## config.mk

```make
export PLATFORM = sky130hd
export DESIGN_NAME = ram_sp_arb
export DESIGN_NICKNAME = d
export VERILOG_FILES = /design/src/rtl/ram_sp_arb.sv
export SDC_FILE = /design/constraint.sdc
export NUM_CORES = 2
export LEC_CHECK = 0
export CORE_MARGIN = 10
export CORE_UTILIZATION = 40
export CTS_BUF_LIST = sky130_fd_sc_hd__clkbuf_8 sky130_fd_sc_hd__clkbuf_16
export CTS_CLUSTER_SIZE = 16
export DETAILED_ROUTE_END_ITERATION = 16
export SLEW_MARGIN = 25
export SYNTH_ARGS = -nofsm -noshare
export SYNTH_HDL_FRONTEND = slang
export SYNTH_SLANG_ARGS = --single-unit
```

## constraint.sdc

```tcl
create_clock -name clk -period 3.65 [get_ports clk]
set_input_delay 0.73 -clock clk [delete_from_list [all_inputs] [get_ports clk]]
set_output_delay 0.73 -clock clk [all_outputs]
set_load 0.01 [all_outputs]
```

## src/rtl/ram_sp_arb.sv

```systemverilog
// ram_sp_arb: single-port synchronous RAM shared by one write requester and
// one read requester. A combinational arbiter picks at most one access per
// cycle (write priority with anti-starvation, or round-robin). Reads return
// data one cycle after acceptance. Contention cycles are counted in stall_cnt.
module ram_sp_arb #(
   parameter int DATA_W     = 8,
   parameter int ADDR_W     = 8,
   parameter int PRIO_MODE  = 0,
   parameter int MAX_STARVE = 4
) (
   input  logic              clk,
   input  logic              reset_n,
   input  logic              wr_valid,
   input  logic [ADDR_W-1:0] wr_addr,
   input  logic [DATA_W-1:0] wr_data,
   output logic              wr_ready,
   input  logic              rd_valid,
   input  logic [ADDR_W-1:0] rd_addr,
   output logic              rd_ready,
   output logic              rsp_valid,
   output logic [DATA_W-1:0] rsp_data,
   output logic [15:0]       stall_cnt
);

   localparam int             LP_DEPTH      = 2 ** ADDR_W;
   localparam logic [7:0]     LP_MAX_STARVE = 8'(MAX_STARVE);

   // Which side won the most recent accepted request (round-robin history).
   typedef enum logic {
      LAST_RD = 1'b0,
      LAST_WR = 1'b1
   } last_e;

   logic [DATA_W-1:0] r_mem [0:LP_DEPTH-1];
   logic [7:0]        r_starve_cnt;
   last_e             r_last;
   logic              r_rsp_valid;
   logic [DATA_W-1:0] r_rsp_data;
   logic [15:0]       r_stall_cnt;

   logic              w_both;
   logic              w_rd_wins;
   logic              w_wr_grant;
   logic              w_rd_grant;
   last_e             w_last_nxt;
   logic [7:0]        w_starve_nxt;
   logic [15:0]       w_stall_nxt;

   // Arbitration: decide which side wins when both request; lone requests win outright.
   always_comb begin
      w_both    = wr_valid && rd_valid;
      w_rd_wins = 1'b0;
      if (PRIO_MODE == 0) begin
         w_rd_wins = (r_starve_cnt == LP_MAX_STARVE);
      end else begin
         w_rd_wins = (r_last == LAST_WR);
      end
      // Grants are masked by reset so neither side is accepted while reset is held.
      w_wr_grant = reset_n && wr_valid && !(rd_valid && w_rd_wins);
      w_rd_grant = reset_n && rd_valid && !(wr_valid && !w_rd_wins);
   end

   // Next-state values for arbiter history, starvation counter and stall counter.
   always_comb begin
      w_last_nxt   = r_last;
      w_starve_nxt = 8'd0;
      w_stall_nxt  = r_stall_cnt;
      if (w_wr_grant) begin
         w_last_nxt = LAST_WR;
      end else if (w_rd_grant) begin
         w_last_nxt = LAST_RD;
      end
      // A pending read that lost ages; anything else (accepted or idle) clears it.
      if (rd_valid && !w_rd_grant) begin
         w_starve_nxt = (r_starve_cnt >= LP_MAX_STARVE) ? LP_MAX_STARVE
                                                        : r_starve_cnt + 8'd1;
      end
      if (w_both && (r_stall_cnt != 16'hFFFF)) begin
         w_stall_nxt = r_stall_cnt + 16'd1;
      end
   end

   // Control state and read response register, cleared asynchronously.
   always_ff @(posedge clk or negedge reset_n) begin
      if (!reset_n) begin
         r_last       <= LAST_RD;
         r_starve_cnt <= 8'd0;
         r_stall_cnt  <= 16'd0;
         r_rsp_valid  <= 1'b0;
         r_rsp_data   <= '0;
      end else begin
         r_last       <= w_last_nxt;
         r_starve_cnt <= w_starve_nxt;
         r_stall_cnt  <= w_stall_nxt;
         r_rsp_valid  <= w_rd_grant;
         if (w_rd_grant) begin
            r_rsp_data <= r_mem[rd_addr];
         end
      end
   end

   // Storage array: written on the accepting edge, never reset.
   always_ff @(posedge clk) begin
      if (w_wr_grant) begin
         r_mem[wr_addr] <= wr_data;
      end
   end

   assign wr_ready  = w_wr_grant;
   assign rd_ready  = w_rd_grant;
   assign rsp_valid = r_rsp_valid;
   assign rsp_data  = r_rsp_data;
   assign stall_cnt = r_stall_cnt;

endmodule

```

# ---- Word-level counts from Yosys, hierarchy flattened
# Memories as Yosys holds them, arrays and structs flattened. A register that Yosys moved wholly into a read port is not among the register bits.
# Index checks and enable logic that the tools add are counted.
dict set report classes {
  add_sub_neg 2
  order_cmp 1
  n_eq_ne 2
  muxes 4
  n_reduce_logical 14
}
# cell count
set ops {}
lappend ops {{$add 16x1->16 const B} 1}
lappend ops {{$mux 8} 2}
lappend ops {{$ne 16x16->1 const B} 1}
lappend ops {{$logic_and 1x1->1} 9}
lappend ops {{$add 8x1->8 const B} 1}
lappend ops {{$eq 8x3->1 const B} 1}
lappend ops {{$ge 8x3->1 const B} 1}
lappend ops {{$logic_not 1->1} 5}
lappend ops {{$mux 1} 2}
dict set report word_totals {
  ff_bits 25
  mem_bits_rw 2048
  input_bits 28
  wordCells 27
  n_memories 1
}
# name words word_bits read_ports rd_clocked_by_memory_dff wr line_no
set memory_table {}
lappend memory_table {r_mem 256 8 1 1 1 34} ;# logic [DATA_W-1:0] r_mem [0:LP_DEPTH-1];

# ---- Depth between registers and ports, before layout
dict set report logic_depth {
  ltp_word 8
  mapped_depth 12
  depth_no_buf 8
}

# ---- Worst setup path after synthesis
# No wires, ideal clock.
dict set report synth_path {
  path_kind {input to register}
  startpoint {input rd_valid}
  endpoint {memory r_mem[220][0], enable pin}
  arrival_ps 2508
  path_slack_ps 772
  path_stages 6
  cell_sequence {clkbuf_1 > a41oi_1 > nor3b_1 > nand3_1 > clkbuf_1 > nor2_1}
}
dict set report synth_via {
  elab_chain_len 5
}
# item line_no
set synth_rtl {}
lappend synth_rtl {{from (decl)} 17} ;# input logic rd_valid,
lappend synth_rtl {{$logic_and 1x1->1} 59} ;# w_wr_grant = reset_n && wr_valid && !(rd_valid && w_rd_wins);
lappend synth_rtl {{$logic_not 1->1} 59}
lappend synth_rtl {{$logic_and 1x1->1} 59}
lappend synth_rtl {{named net wr_ready} 16} ;# output logic wr_ready,
lappend synth_rtl {{$mux 1} 104} ;# if (w_wr_grant) begin
lappend synth_rtl {{$mux 1 (not written as such)} 105} ;# r_mem[wr_addr] <= wr_data;
lappend synth_rtl {{to (decl)} 34}
# The timed path passes the listed nets, and every way through them passes these cells.

==> impl_metrics.toml <==
[floorplanning]
die_x_um = 470.3
std_cell_rows = 165
ios = 55
die_y_um = 470.3
coreArea_mm2 = 0.2019
dieArea_mm2 = 0.2212
start_util_pct = 40.17

[detailed_routing]
drt_iter0_drc = 4594
vias_per_cell = 5.638
wl_per_cell_um = 28.46
finalWirelength_um = 213900
routed-via-count = 42370
drc = 0
ant_nets = 0
drtPass1Iterations = 5

[final_layout]
design_area_mm2 = 0.09539
fin_nets = 4700
fin_cells = 7515
area_growth_pct = 17.61
drive_above_1_share_pct = 26.08
multi_input_area_mm2 = 0.01732
seqCellArea_mm2 = 0.06232
fillerInstances = 16750

[synthesis]
postSynthAreaPerCell_um2 = 20.01
synth_cells = 4053
yosys_warnings = 0
synth_edf_count = 2048
ys_types = 63
synth_seq_cells = 2081
ys_seq_area_share_pct = 76.84
async_reset_ff_share_pct = 1.586
syn_area_mm2 = 0.08111
ys.flop_type = "edfxtp_1"

[worst_hold_path]
hp-start = "wr_data[3]"
hp-class = "input port to register"
holdPathEnd = "r_mem[5][3]"
worstHoldPathCells = 1

[critical_path]
path_max_fanout = 25
ff2ff_setup_slack_ns = 0.45
ff2ff_path_depth = 7
crit_required_ns = 4.34
startpoint = "rd_addr[1]"
path_class = "input port to register"
r2r_end = "rsp_data[4]"
worstPathArrival_ns = 4.07
start_kind = "input port"
worst_r2r_startpoint = "r_mem[159][4]"
worstSetupEndpointType = "register"

[clocking]
cts_buffers = 206
ctsHtreeMaxLevel = 4
clkTransAtPathRegs_ns = 0.06
cts_tree = "yes"
cts_root_buf = "clkbuf_16"
postCtsSetupBuffers = 0
cts_sinks = 2081
cts_buffer_depth = 3
clock_latency_ns = 0.85

[sta]
rsz0062_at_grt = "false"
fin_hold_ws_ns = 0.2892
worst_pin_slew_ns = 1.145
setup-violations-final = 0
finalCritPeriodShare_pct = 92.60
final-hold-violation-count = 0
fin_skew_ns = 0.04622
final_max_slew_viol_count = 0
period_needed_ns = 3.380
relSlewSlack_pct = 21.72
finalWorstSetupSlack_ns = 0.2700
clock.fmax_ghz = 0.2959

[placed_design]
place_inst = 7132
hpwl_um = 136700
place_congestion = 0.8713
post_dp_cell_area_mm2 = 0.08879
post-place-ws_ns = -0.6505
portBuffers = 54

[power_and_ir_drop]
powerDensity_mw_per_mm2 = 520.9
p_leak_nw = 31.61
irDropWorstVdd_mv = 0.3966
total_power_mw = 49.69

[grt]
grt_pass1_wl_um = 310000
use_met1_pct = 26.28
grt-busiest-layer = "met2"
grt_start_max_net_pins = 113
met2_usage_pct = 30.14
overflow = 0
grt_pass1_vias = 42840
met3_usage_pct = 3.751
antenna_found_initial = 8
grt_usage_pct = 18.95

[run_status]
status = "finished clean"

[job]
maxCapViolCount = 0
-- repair_timing --
action,4_1_cts,5_1_grt
endpoints found under the hold margin,1,0
hold buffers,1,0
endpoints found under the setup margin,1,1
pin swaps,0,1
cloned,0,0
gates resized for setup,2,1
-- synth_stat cells, drive strengths merged, types with 11 or more instances --
library cell,instances,share of area [%]
and2,31,0.24
a22oi,50,0.46
clkbuf,102,0.47
o21ai,32,0.20
a21oi,44,0.27
nand3,27,0.17
a2111oi,35,0.38
dfrtp,33,1.0
o221ai,57,0.62
o22ai,118,0.91
edfxtp,2048,76
a211oi,45,0.42
o31ai,11,0.10
nor2,282,1.3
xnor2,12,0.13
nor3,34,0.21
a31oi,16,0.12
a221oi,24,0.26
mux2i,363,4.5
nand2,76,0.35
mux2,32,0.44
buf,140,1.4
and3,12,0.093
mux4,334,9.3
-- power by group --
group | switching, mW | internal (mW)
sequential | 0.108 | 26.3
clock | 9.01 | 11.5
combinational | 1.69 | 1.06
total | 10.8 | 38.9
-- layer usage --
| metal | up-vias | share of wire [%] | wire length (um) |
|---|---|---|---|
| li1 | 18010 | - | - |
| met5 | - | 0.013 | 28 |
| met3 | 349 | 7.8 | 16760 |
| met4 | 4 | 3.2 | 6788 |
| met1 | 22240 | 42 | 89200 |
| met2 | 1764 | 47 | 101100 |
-- worst max-delay path by stage --
stage,slack (ns),end
2_1_floorplan,0.77,r_mem[220][0]
3_5_place_dp,-0.65,rsp_data[0]
6_report,0.27,rsp_data[4]
5_1_grt,0.15,wr_ready
4_1_cts,0.02,rd_ready
3_3_place_gp,-0.66,rsp_data[2]
-- placed cells by master (no fill, tap or decap), drive strengths merged, types with 4 or more instances in the layout --
| cell | instances |
|---|---|
| a2111oi | 35 |
| a211oi | 45 |
| a21oi | 44 |
| a221oi | 24 |
| a22oi | 50 |
| a31oi | 16 |
| and2 | 31 |
| and3 | 12 |
| buf | 603 |
| bufinv | 15 |
| clkbuf | 213 |
| clkdlybuf4s50 | 40 |
| clkinv | 102 |
| clkinvlp | 5 |
| conb | 5 |
| dfrtp | 33 |
| edfxtp | 2048 |
| inv | 57 |
| mux2 | 32 |
| mux2i | 363 |
| mux4 | 334 |
| nand2 | 76 |
| nand2b | 4 |
| nand3 | 27 |
| nand3b | 4 |
| nand4 | 10 |
| nor2 | 282 |
| nor2b | 10 |
| nor3 | 34 |
| o211ai | 6 |
| o21ai | 32 |
| o221ai | 57 |
| o22ai | 118 |
| o31ai | 11 |
| or2 | 5 |
| or3 | 4 |
| xnor2 | 12 |
-- flip-flops by register name, summed over array words and instances, names as in the netlist --
name / count
r_mem: 2048
r_starve_cnt: 8
rsp_data: 8
rsp_valid: 1
stall_cnt: 16
-- metrics by stage --
step / util [%] / TNS [ns]
after CTS: 47.24 / 0
after floorplan: - / 0
after global routing: 47.24 / 0
final: 47.24 / 0
after global placement: 43.97 / -2.459
after detailed placement: 43.97 / -2.201
-- cell families after synthesis --
kind of cell    share of synthesized area, %
buf+inv                                1.888
other cells                         0.004624
mux                                    14.24
compound gates                         3.999
simple gates                           2.820
fa+ha+maj                            0.04629
xor+xnor                              0.1620
flops                                  76.84
-- worst max-delay path, cell delays in order --
cell       delay, ns
buf_8           0.22
buf_12          0.26
buf_12          0.24
buf_4           0.22
mux2i_1         0.26
o22ai_1         0.13
a2111oi_0       0.86
o31ai_1         0.41
nand4_1         0.33
buf_4           0.19
o311ai_0        0.11
-- layout make-up --
cell class	count	share of cell area, %
Timing Repair Buffer	646	6.063
Clock buffer	212	5.526
Antenna cell	1	0.002623
Multi-Input combinational cell	1724	18.16
Sequential cell	2081	65.34
Tap cell	2672	3.505
Clock inverter	169	1.365
Inverter	10	0.04197
(Power assumes the default switching activity.)
